===== config.mk =====
export PLATFORM = sky130hd
export DESIGN_NAME = regfile_read_port_flat
export DESIGN_NICKNAME = d
export VERILOG_FILES = /design/src/rtl/regfile_pkg.sv /design/src/rtl/regfile_read_port_if.sv /design/src/rtl/regfile_read_select.sv /design/src/rtl/regfile_read_port.sv /design/src/flat_wrapper.sv
export SDC_FILE = /design/constraint.sdc
export NUM_CORES = 1
export LEC_CHECK = 0
export BUFFER_PORTS_ARGS = -buffer_cell sky130_fd_sc_hd__clkbuf_2
export CAP_MARGIN = 10
export CORE_AREA = 4 4 428 430
export CTS_CLUSTER_SIZE = 10
export DETAILED_ROUTE_END_ITERATION = 16
export DIE_AREA = 0 0 432 434
export HOLD_SLACK_MARGIN = 0.05
export SLEW_MARGIN = 20
export SYNTH_ARGS = -nofsm -noshare
export SYNTH_HDL_FRONTEND = slang
export SYNTH_HIERARCHICAL = 1
export SYNTH_SLANG_ARGS = --single-unit
export TNS_END_PERCENT = 20

===== constraint.sdc =====
create_clock -name clk -period 1.6 [get_ports clk]
set_clock_uncertainty 0.2 [all_clocks]
set_input_delay 0.08 -clock clk [delete_from_list [all_inputs] [get_ports clk]]
set_output_delay 0.08 -clock clk [all_outputs]
set_load 0.1 [all_outputs]

===== src/rtl/regfile_pkg.sv =====
// Purpose: shared constants and types for the register-file read port.
// Latency: none (declarations and one pure helper function only).
// Backpressure: not applicable; imported by the interface, select and top.
package regfile_pkg;

   localparam int NUM_REGS       = 32;
   localparam int REG_ADDR_WIDTH = 5;

   // Register 0 is hard-wired to zero on the read side.
   localparam logic [REG_ADDR_WIDTH-1:0] ZERO_REG = 5'd0;

   // Output buffer occupancy.
   typedef enum logic [1:0] {
      OCC_EMPTY = 2'd0,
      OCC_ONE   = 2'd1,
      OCC_FULL  = 2'd2
   } occ_e;

   function automatic logic is_zero_reg(input logic [REG_ADDR_WIDTH-1:0] addr);
      return addr == ZERO_REG;
   endfunction

endpackage


===== src/rtl/regfile_read_port_if.sv =====
// Purpose: read request / response handshake bundle of the read port.
// Latency: none (wires only).
// Backpressure: ReqReady throttles requests, ReadReady throttles responses.
// Ports: ReadReq/ReadRegister/ReqReady (request side),
//        ReadValid/ReadData/ReadReady (response side).
interface regfile_read_port_if #(
   parameter int WORD_LENGTH = 32
);
   import regfile_pkg::*;

   logic                      ReadReq;
   logic [REG_ADDR_WIDTH-1:0] ReadRegister;
   logic                      ReqReady;
   logic                      ReadValid;
   logic [WORD_LENGTH-1:0]    ReadData;
   logic                      ReadReady;

   // master: the requester/consumer; slave: the read port itself.
   modport master (
      output ReadReq, ReadRegister, ReadReady,
      input  ReqReady, ReadValid, ReadData
   );

   modport slave (
      input  ReadReq, ReadRegister, ReadReady,
      output ReqReady, ReadValid, ReadData
   );

endinterface


===== src/rtl/regfile_read_select.sv =====
// Purpose: pick one register word, force register 0 to zero, apply write-first bypass.
// Latency: purely combinational.
// Backpressure: none; the caller decides when the capture value is used.
// Ports: RegFileData_i (flattened bank), ReadRegister_i, write side
//        (RegWrite_i/WriteRegister_i/WriteData_i), capture_o (value to store).
module regfile_read_select import regfile_pkg::*; #(
   parameter int WORD_LENGTH = 32,
   parameter int NUM_REGS    = 32
) (
   input  logic [NUM_REGS*WORD_LENGTH-1:0] RegFileData_i,
   input  logic [REG_ADDR_WIDTH-1:0]       ReadRegister_i,
   input  logic                            RegWrite_i,
   input  logic [REG_ADDR_WIDTH-1:0]       WriteRegister_i,
   input  logic [WORD_LENGTH-1:0]          WriteData_i,
   output logic [WORD_LENGTH-1:0]          capture_o
);

   logic [WORD_LENGTH-1:0] reg_words [NUM_REGS];

   for (genvar k = 0; k < NUM_REGS; k++) begin : g_unpack
      assign reg_words[k] = RegFileData_i[k*WORD_LENGTH +: WORD_LENGTH];
   end

   // Zero register wins over everything, including a (meaningless) write to it.
   // A same-cycle write to the requested register wins over the stale bank value.
   always_comb begin
      capture_o = reg_words[ReadRegister_i];
      if (is_zero_reg(ReadRegister_i)) begin
         capture_o = '0;
      end else if (RegWrite_i && (WriteRegister_i == ReadRegister_i)) begin
         capture_o = WriteData_i;
      end
   end

endmodule


===== src/rtl/regfile_read_port.sv =====
// Purpose: register-file read port with write-first bypass and a 2-entry response buffer.
// Latency: response valid the cycle after acceptance (from EMPTY); one request per cycle sustained.
// Backpressure: ReqReady drops while 2 responses are held; head data holds while ReadReady=0.
// Ports: clk, reset (async, active-low), RegFileData/WriteRegister/RegWrite/WriteData
//        (bank contents and same-cycle write), rd (request/response handshake, slave side).
module regfile_read_port import regfile_pkg::*; #(
   parameter int WORD_LENGTH = 32,
   parameter int NUM_REGS    = 32
) (
   input  logic                            clk,
   input  logic                            reset,
   input  logic [NUM_REGS*WORD_LENGTH-1:0] RegFileData,
   input  logic [REG_ADDR_WIDTH-1:0]       WriteRegister,
   input  logic                            RegWrite,
   input  logic [WORD_LENGTH-1:0]          WriteData,
   regfile_read_port_if.slave              rd
);

   occ_e                   occ_q, occ_d;
   logic [WORD_LENGTH-1:0] head_q, head_d;
   logic [WORD_LENGTH-1:0] tail_q, tail_d;
   logic [WORD_LENGTH-1:0] capture;
   logic                   req_ready;
   logic                   rsp_valid;
   logic                   accept;
   logic                   pop;

   regfile_read_select #(
      .WORD_LENGTH (WORD_LENGTH),
      .NUM_REGS    (NUM_REGS)
   ) u_select (
      .RegFileData_i   (RegFileData),
      .ReadRegister_i  (rd.ReadRegister),
      .RegWrite_i      (RegWrite),
      .WriteRegister_i (WriteRegister),
      .WriteData_i     (WriteData),
      .capture_o       (capture)
   );

   // Readiness comes from registered occupancy only, so a pop this cycle
   // never frees a slot for this cycle's request (no ready->valid loop).
   assign req_ready = (occ_q != OCC_FULL);
   assign rsp_valid = (occ_q != OCC_EMPTY);
   assign accept    = rd.ReadReq && req_ready;
   assign pop       = rsp_valid && rd.ReadReady;

   assign rd.ReqReady  = req_ready;
   assign rd.ReadValid = rsp_valid;
   assign rd.ReadData  = head_q;

   always_ff @(posedge clk or negedge reset) begin
      if (!reset) begin
         occ_q  <= OCC_EMPTY;
         head_q <= '0;
         tail_q <= '0;
      end else begin
         occ_q  <= occ_d;
         head_q <= head_d;
         tail_q <= tail_d;
      end
   end

   always_comb begin
      occ_d  = occ_q;
      head_d = head_q;
      tail_d = tail_q;
      unique case (occ_q)
         OCC_EMPTY: begin
            if (accept) begin
               head_d = capture;
               occ_d  = OCC_ONE;
            end
         end
         OCC_ONE: begin
            if (accept && pop) begin
               // Old head leaves while the new entry takes its place.
               head_d = capture;
            end else if (accept) begin
               tail_d = capture;
               occ_d  = OCC_FULL;
            end else if (pop) begin
               // Clear so ReadData reads zero while nothing is held.
               head_d = '0;
               occ_d  = OCC_EMPTY;
            end
         end
         OCC_FULL: begin
            if (pop) begin
               head_d = tail_q;
               tail_d = '0;
               occ_d  = OCC_ONE;
            end
         end
         default: begin
            occ_d  = OCC_EMPTY;
            head_d = '0;
            tail_d = '0;
         end
      endcase
   end

endmodule


===== src/flat_wrapper.sv =====
// flat-port wrapper written by rule: the top's interface ports become plain ports
module regfile_read_port_flat import regfile_pkg::*;
#(
   parameter int WORD_LENGTH = 32,
   parameter int NUM_REGS    = 32
)
  (clk, reset, RegFileData, WriteRegister, RegWrite, WriteData, rd_ReadReq, rd_ReadRegister, rd_ReadReady, rd_ReqReady, rd_ReadValid, rd_ReadData);
  regfile_read_port_if #(.WORD_LENGTH(WORD_LENGTH)) rd_i ();
  input  logic clk;
  input  logic reset;
  input  logic [NUM_REGS*WORD_LENGTH-1:0] RegFileData;
  input  logic [REG_ADDR_WIDTH-1:0] WriteRegister;
  input  logic RegWrite;
  input  logic [WORD_LENGTH-1:0] WriteData;
  input wire logic [$bits(rd_i.ReadReq)-1:0] rd_ReadReq;
  input wire logic [$bits(rd_i.ReadRegister)-1:0] rd_ReadRegister;
  input wire logic [$bits(rd_i.ReadReady)-1:0] rd_ReadReady;
  output wire logic [$bits(rd_i.ReqReady)-1:0] rd_ReqReady;
  output wire logic [$bits(rd_i.ReadValid)-1:0] rd_ReadValid;
  output wire logic [$bits(rd_i.ReadData)-1:0] rd_ReadData;
  assign rd_i.ReadReq = rd_ReadReq;
  assign rd_i.ReadRegister = rd_ReadRegister;
  assign rd_i.ReadReady = rd_ReadReady;
  assign rd_ReqReady = rd_i.ReqReady;
  assign rd_ReadValid = rd_i.ReadValid;
  assign rd_ReadData = rd_i.ReadData;
  regfile_read_port #(.WORD_LENGTH(WORD_LENGTH), .NUM_REGS(NUM_REGS)) u_core (.clk(clk), .reset(reset), .RegFileData(RegFileData), .WriteRegister(WriteRegister), .RegWrite(RegWrite), .WriteData(WriteData), .rd(rd_i));
endmodule

; ---- Word level (Yosys, flattened, before mapping)
; Index checks and enable logic that the tools add are counted.
[classes]
muxes = 19
reduce_logical = 10
order_cmp = 1
n_eq_ne = 11
n_bitwise = 2
[op_table]
columns = op, n
row1 = 32-bit two-way mux, 10
row2 = 32-bit case mux with 3 select lines, 2
row3 = 32-bit binary-select mux with 5-bit select, 1
row4 = 4-bit AND reduction, 3
row5 = 2-bit two-way mux, 5
row6 = "6-bit >= comparator, second input constant", 1
row7 = "2-bit by 1-bit inequality test with 1-bit output, second input constant", 3
row8 = "3-bit by 1-bit inequality test with 1-bit output, second input constant", 2
row9 = 5-bit inverter with 6-bit output, 1
row10 = 2-bit case mux with 3 select lines, 1
row11 = 5-bit == test, 1
row12 = 5-bit logical NOT, 1
row13 = 1-bit logical AND, 4
row14 = "2-bit inequality test, second input constant", 2
row15 = "3-bit inequality test, second input constant", 1
row16 = "2-bit by 1-bit == test with 1-bit output, second input constant", 1
row17 = "2-bit == test, second input constant", 1
row18 = 2-bit logical NOT, 1
row19 = 2-bit nonzero test, 1
row20 = 1-bit inverter, 1
[totals]
input_bits = 1071
ff_bits = 66
word_cells = 46

; ---- Depth between registers and ports, before layout
[depth]
depth_word = 9
ltp_mapped = 13
mapped_depth_nobuf = 8

; ---- Hierarchy
; The synthesis kept the hierarchy.
[by_module_without_submodules]
columns = module, area_per_inst_um2, seq_area_each_um2, instances, cells_per_inst
row1 = regfile_read_select, 9090.0, 0.0, 1, 852
row2 = regfile_read_port, 2819.0, 1651.6, 1, 219

; ---- Worst setup path before layout
; No wires, ideal clock.
[synth_path]
path_kind = input-to-reg
start = input rd_ReadRegister[0]
end = register u_core.head_q[11] (netlist: u_core/rd.ReadData[11])
path_slack_ns = -0.721
path_buffers = 3
cell_stages = 8
arrival_time_ns = 1.995
path_cell_list = buf_6 > buf_4 > buf_4 > mux4_2 > a221oi_1 > o22ai_1 > a21o_1 > a221o_1
[synth_via]
elab_chain_len = 8
elab_cells_between_ends = 12
classes_between = eq/ne (1) / mux (8) / bitwise (1) / reduce/logical (2)
[synth_rtl]
columns = item, line_no
row1 = "start, declared", flat_wrapper.sv:16  ; input wire logic [$bits(rd_i.ReadRegister)-1:0] rd_ReadRegister;
row2 = 5-bit inverter with 6-bit output (implied by the code), regfile_read_select.sv:27  ; capture_o = reg_words[ReadRegister_i];
row3 = 32-bit binary-select mux with 5-bit select, regfile_read_select.sv:27
row4 = 32-bit two-way mux (implied by the code) (2 in series), regfile_read_select.sv:27
row5 = 32-bit two-way mux, regfile_read_select.sv:30  ; end else if (RegWrite_i && (WriteRegister_i == ReadRegister_i)) begin
row6 = 32-bit two-way mux (*), regfile_read_select.sv:28  ; if (is_zero_reg(ReadRegister_i)) begin
row7 = named net u_core.capture[11], regfile_read_port.sv:22  ; logic [WORD_LENGTH-1:0] capture;
row8 = 32-bit two-way mux (on tied branches), "regfile_read_port.sv:75, regfile_read_port.sv:69"
row9 = 32-bit case mux with 3 select lines (*), regfile_read_port.sv:67  ; unique case (occ_q)
row10 = "end signal, assigned", regfile_read_port.sv:54  ; head_q <= '0;
row11 = "end signal, assigned", regfile_read_port.sv:58  ; head_q <= head_d;
row12 = "end, declared", regfile_read_port.sv:20  ; logic [WORD_LENGTH-1:0] head_q, head_d;
; The timed path passes the listed nets; every way through them passes the cells marked *. The select of a mux whose other input is x is not followed.
; A chain may end at the register's enable or synchronous reset.

; ---- Final worst setup path
[layout_path]
start = input rd_ReadRegister[0]
end = register u_core.head_q[2] (netlist: u_core/rd.ReadData[2])
; The elaborated chain is that of the path after synthesis.

==> results summary <==
The violation count after the first detailed-route iteration came out at 1258. The critical path required time is 1.63 ns. The total wire length after detailed routing came out at 162000 um. The number of instances in the synthesized netlist came out at 1071. The count of endpoints failing hold in the final timing report is 0. In this run the critical register-to-register path is launched from u_core/occ_q[1]$_DFFE_PN0P_.

The detailed-routing iteration count for the pre-antenna-repair pass came out at 5. The global-route wire length before repair came out at 197000 um. The data arrival time of the critical path is 2.45 ns. Summed over all nets, the half-perimeter wirelength after detailed placement is 147000 um. In this run the biggest area consumer among cell types represents 31.2% of the synthesized area. The final number of max-transition violations is 0. The largest net degree at the start of global routing is 35. The clock period minus final worst setup slack came out at 2.41 ns. At the pin with the least slew margin, the transition time is 0.715 ns. The cell depth of the worst hold path came out at 4.

The clock slew at the register clock pins of the worst setup and hold paths is 0.06 ns. Setup slack on the critical path of the routed design comes to -0.813 ns. TritonCTS created 9 clock buffers.

In the post-synthesis netlist, the biggest area contributors are mux4_2 31%, dfrtp_1 14%, mux2i_1 14%, a221o_1 3.8%, a221oi_1 2.9%. The worst register-to-register path ends at u_core/rd.ReadData[6]$_DFFE_PN0P_. The power per cell area is 578 mW/mm2. The net count after synthesis came out at 2142. The share of async-settable or async-resettable flops after synthesis is 100%.

The type of the setup path with the least slack is primary input to flip-flop. The last weighted congestion value of the routability-driven placer is 0.957. The total number of H-tree levels came out at 3.

The number of global-route vias before repair came out at 18000. The run finished, with violations left. The number of warnings issued by yosys came out at 6. The total global routing track utilization came out at 16.3%.

The reported leakage power came out at 11.6 nW. The maximum vdd ir drop came out at 394 uV. The number of different library cells used by synthesis comes to 67. The checks that failed: setup timing.

The worst setup slack for register-to-register paths is -0.07 ns. Headroom to the max-slew limit came out at 52.2%. mux4_2 takes more of the synthesized area than any other cell. Once layout is complete, the utilization of the core stands at 14.1%. The sequential cell area fraction in the yosys report is 13.9%. STA classifies the critical path startpoint as a primary input.

The die is 434 um tall. The total standard cell area after synthesis is 0.0119 mm2. Synthesis inferred 66 register bits. After detailed routing, the number of vias per cell comes to 3.62. The largest fanout of any net on the critical path came out at 8. The maximum operating frequency came out at 414 MHz.

The area growth from synthesis to layout came out at 113%. The number of nets in the finished design came out at 3501. The max capacitance violation total came out at 0. The number of cells on the worst reg-to-reg path is 5.

The clock latency at the later pin of the worst-skew pair came out at 0.36 ns. The start point of the critical path is rd_ReadRegister[0]. The number of design rule violations left after detail routing came out at 0. The initial core utilization is 6.62%. The number of enable flip-flop cells after synthesis is 0. The routed layout has 17500 vias.

The share of layout cells above drive strength 1 came out at 76.2%. The die covers 0.187 mm2. In this run the worst hold path is classified as primary input to flip-flop. The top-level I/O count came out at 1105. The final cycle utilization of the critical path is 151%. STA classifies the critical path endpoint as a flip-flop.

The internal portion of total power came out at 7.83 mW. Sequential cells account for 16.2% of the total power. Net switching is 46.6% of the power. In this run the most critical hold path is launched from WriteData[29]. The net load switching power is 6.84 mW.

The number of fillers in the final layout is 20400. Setup repair after global routing could not meet its margin everywhere. For this run, the leading register cell type out of synthesis is dfrtp_1.

The total power came out at 14.7 mW. In this run the mean area of a mapped cell was 11.1 um2. The total of buffers placed on input and output ports is 1104. The logic gate share of total power is 67.6%.

The remaining number of nets flagged by the antenna check after routing is 0. The proportion of power drawn by the clock network is 16.2%. The routed wire length per instance came out at 33.3 um. The maximum clock path buffer count is 2. After floorplanning, the core was sized to cover 0.180 mm2. The worst hold path terminates at u_core/tail_q[29]$_DFFE_PN0P_. The width of the die is 432 um. The row count is 156. The number of antenna violations at the first check in global routing is 136. The clock tree from TritonCTS is built. The number of setup violations in the final report is 66. The count of clock tree sinks came out at 66.

After global routing the overflow that remains totals 0. In this run the clock root is driven by a clkbuf_16.
==> layout make-up <==
class                      count  area (um2)  area share, %
multi-input combinational    862       10400           41.0
timing repair buffer        1479        9860           38.9
tap                         2370        2970           11.7
sequential                    66        1650           6.51
clock buffer                  11         233          0.917
antenna                       44         110          0.434
clock inverter                 5         103          0.404
inverter                      12        48.8          0.192
==> metal layers <==
layer / GRT usage (%) / vias to the layer above / routed length, um
li1: - / 7357 / -
met1: 20.4 / 8900 / 66200
met2: 27.3 / 1011 / 76900
met3: 4.73 / 231 / 13800
met4: 3.89 / 48 / 4300
met5: 0 / - / 321
==> worst max-delay path by stage <==
stage,to,slack [ns]
after floorplan,u_core/rd.ReadData[4]$_DFFE_PN0P_,-0.60
after global placement,u_core/rd.ReadData[10]$_DFFE_PN0P_,-1.46
after detailed placement,u_core/rd.ReadData[10]$_DFFE_PN0P_,-1.51
after CTS,u_core/rd.ReadData[2]$_DFFE_PN0P_,-0.84
after global routing,u_core/rd.ReadData[27]$_DFFE_PN0P_,-0.84
final,u_core/rd.ReadData[2]$_DFFE_PN0P_,-0.81
==> power by group through the flow <==
stage                     Clock (mW)  Sequential, mW  Combinational (mW)
after floorplan                    0            3.72                2.93
final                           2.37            2.37                9.92
after detailed placement           0            2.39                9.17
after global placement             0            2.40                9.14
after global routing            2.47            2.42                10.4
after CTS                       2.42            2.38                9.81
==> cell usage after synthesis, types with 16 or more instances <==
library cell and n:
a21oi_1 43, a221o_1 45, a221oi_1 39, a22o_1 30, a22oi_1 33, and3_1 36, buf_2 36, buf_6 19
clkbuf_1 39, dfrtp_1 66, mux2i_1 163, mux4_2 165, nand2_1 49, nand3_1 16, nor3_1 23, o21ai_0 34
o22ai_1 20
==> cell families after synthesis <==
kind of cell	Yosys count	share of synthesized area (%)
compound gates	315	20.3
xor+xnor	5	0.368
buf+inv	143	8.58
flops	66	13.9
mux	352	48.2
simple gates	190	8.64
==> metrics by stage <==
| stage | worst slack [ns] | setup TNS [ns] | instance area [um2] | instances | hold slack, ns |
|---|---|---|---|---|---|
| CTS | -0.840 | -40.35 | 24600 | 4789 | 0.0521 |
| global route | -0.839 | -44.44 | 25300 | 4826 | 0.0696 |
| global placement | -1.46 | -74.28 | 22700 | 4729 | -0.143 |
| finish | -0.813 | -41.10 | 25400 | 4849 | 0.0383 |
| detailed placement | -1.51 | -75.27 | 22700 | 4729 | -0.138 |
| floorplan | -0.598 | -29.84 | 11900 | 1071 | -0.416 |
==> worst max-delay path, cell delays in order <==
cell     delay, ns
buf_16        0.13
buf_16        0.16
buf_12        0.15
buf_6         0.10
mux4_2        0.55
mux4_2        0.64
o221a_1       0.32
a221o_1       0.30
==> what timing repair did <==
item / in CTS / in global routing
pin swaps: 63 / 46
setup endpoints to repair: 66 / 91
resized for setup: 238 / 95
buffers inserted: 20 / 17
endpoints found under the hold margin: 101 / 0
hold buffers: 24 / 0
gates cloned: 5 / 5
==> cells in the final DEF (no fill, tap or decap), types with 6 or more instances in the layout <==
cell type | Yosys | final
buf_16 | 0 | 12
a221o_1 | 45 | 45
mux2_2 | 15 | 15
o22ai_4 | 0 | 6
a221oi_2 | 1 | 20
o22ai_1 | 20 | 9
o21ai_1 | 8 | 8
a21oi_2 | 0 | 21
mux4_2 | 165 | 172
mux2i_1 | 163 | 150
diode_2 | 0 | 44
a22oi_2 | 0 | 20
inv_1 | 9 | 8
a21oi_1 | 43 | 17
a22o_1 | 30 | 25
dfrtp_1 | 66 | 65
nor2b_1 | 12 | 8
buf_12 | 10 | 67
o21ai_0 | 34 | 22
nand2_1 | 49 | 45
nand3_1 | 16 | 13
o21ai_2 | 0 | 10
nor2_1 | 15 | 10
buf_4 | 12 | 259
dlygate4sd3_1 | 0 | 24
clkbuf_16 | 0 | 14
mux2i_2 | 0 | 9
nor3_2 | 0 | 12
nor3_1 | 23 | 8
a221oi_1 | 39 | 16
a22oi_1 | 33 | 13
clkbuf_2 | 0 | 1074
and3_1 | 36 | 35
a211oi_1 | 12 | 7
buf_8 | 8 | 10
buf_6 | 19 | 26
and4_4 | 0 | 7
==> state kept, by name, indices dropped and copies added, names as in the netlist <==
name	count
u_core/rd.ReadData	32
u_core/tail_q	32
u_core/occ_q	2
(Power assumes the default switching activity.)
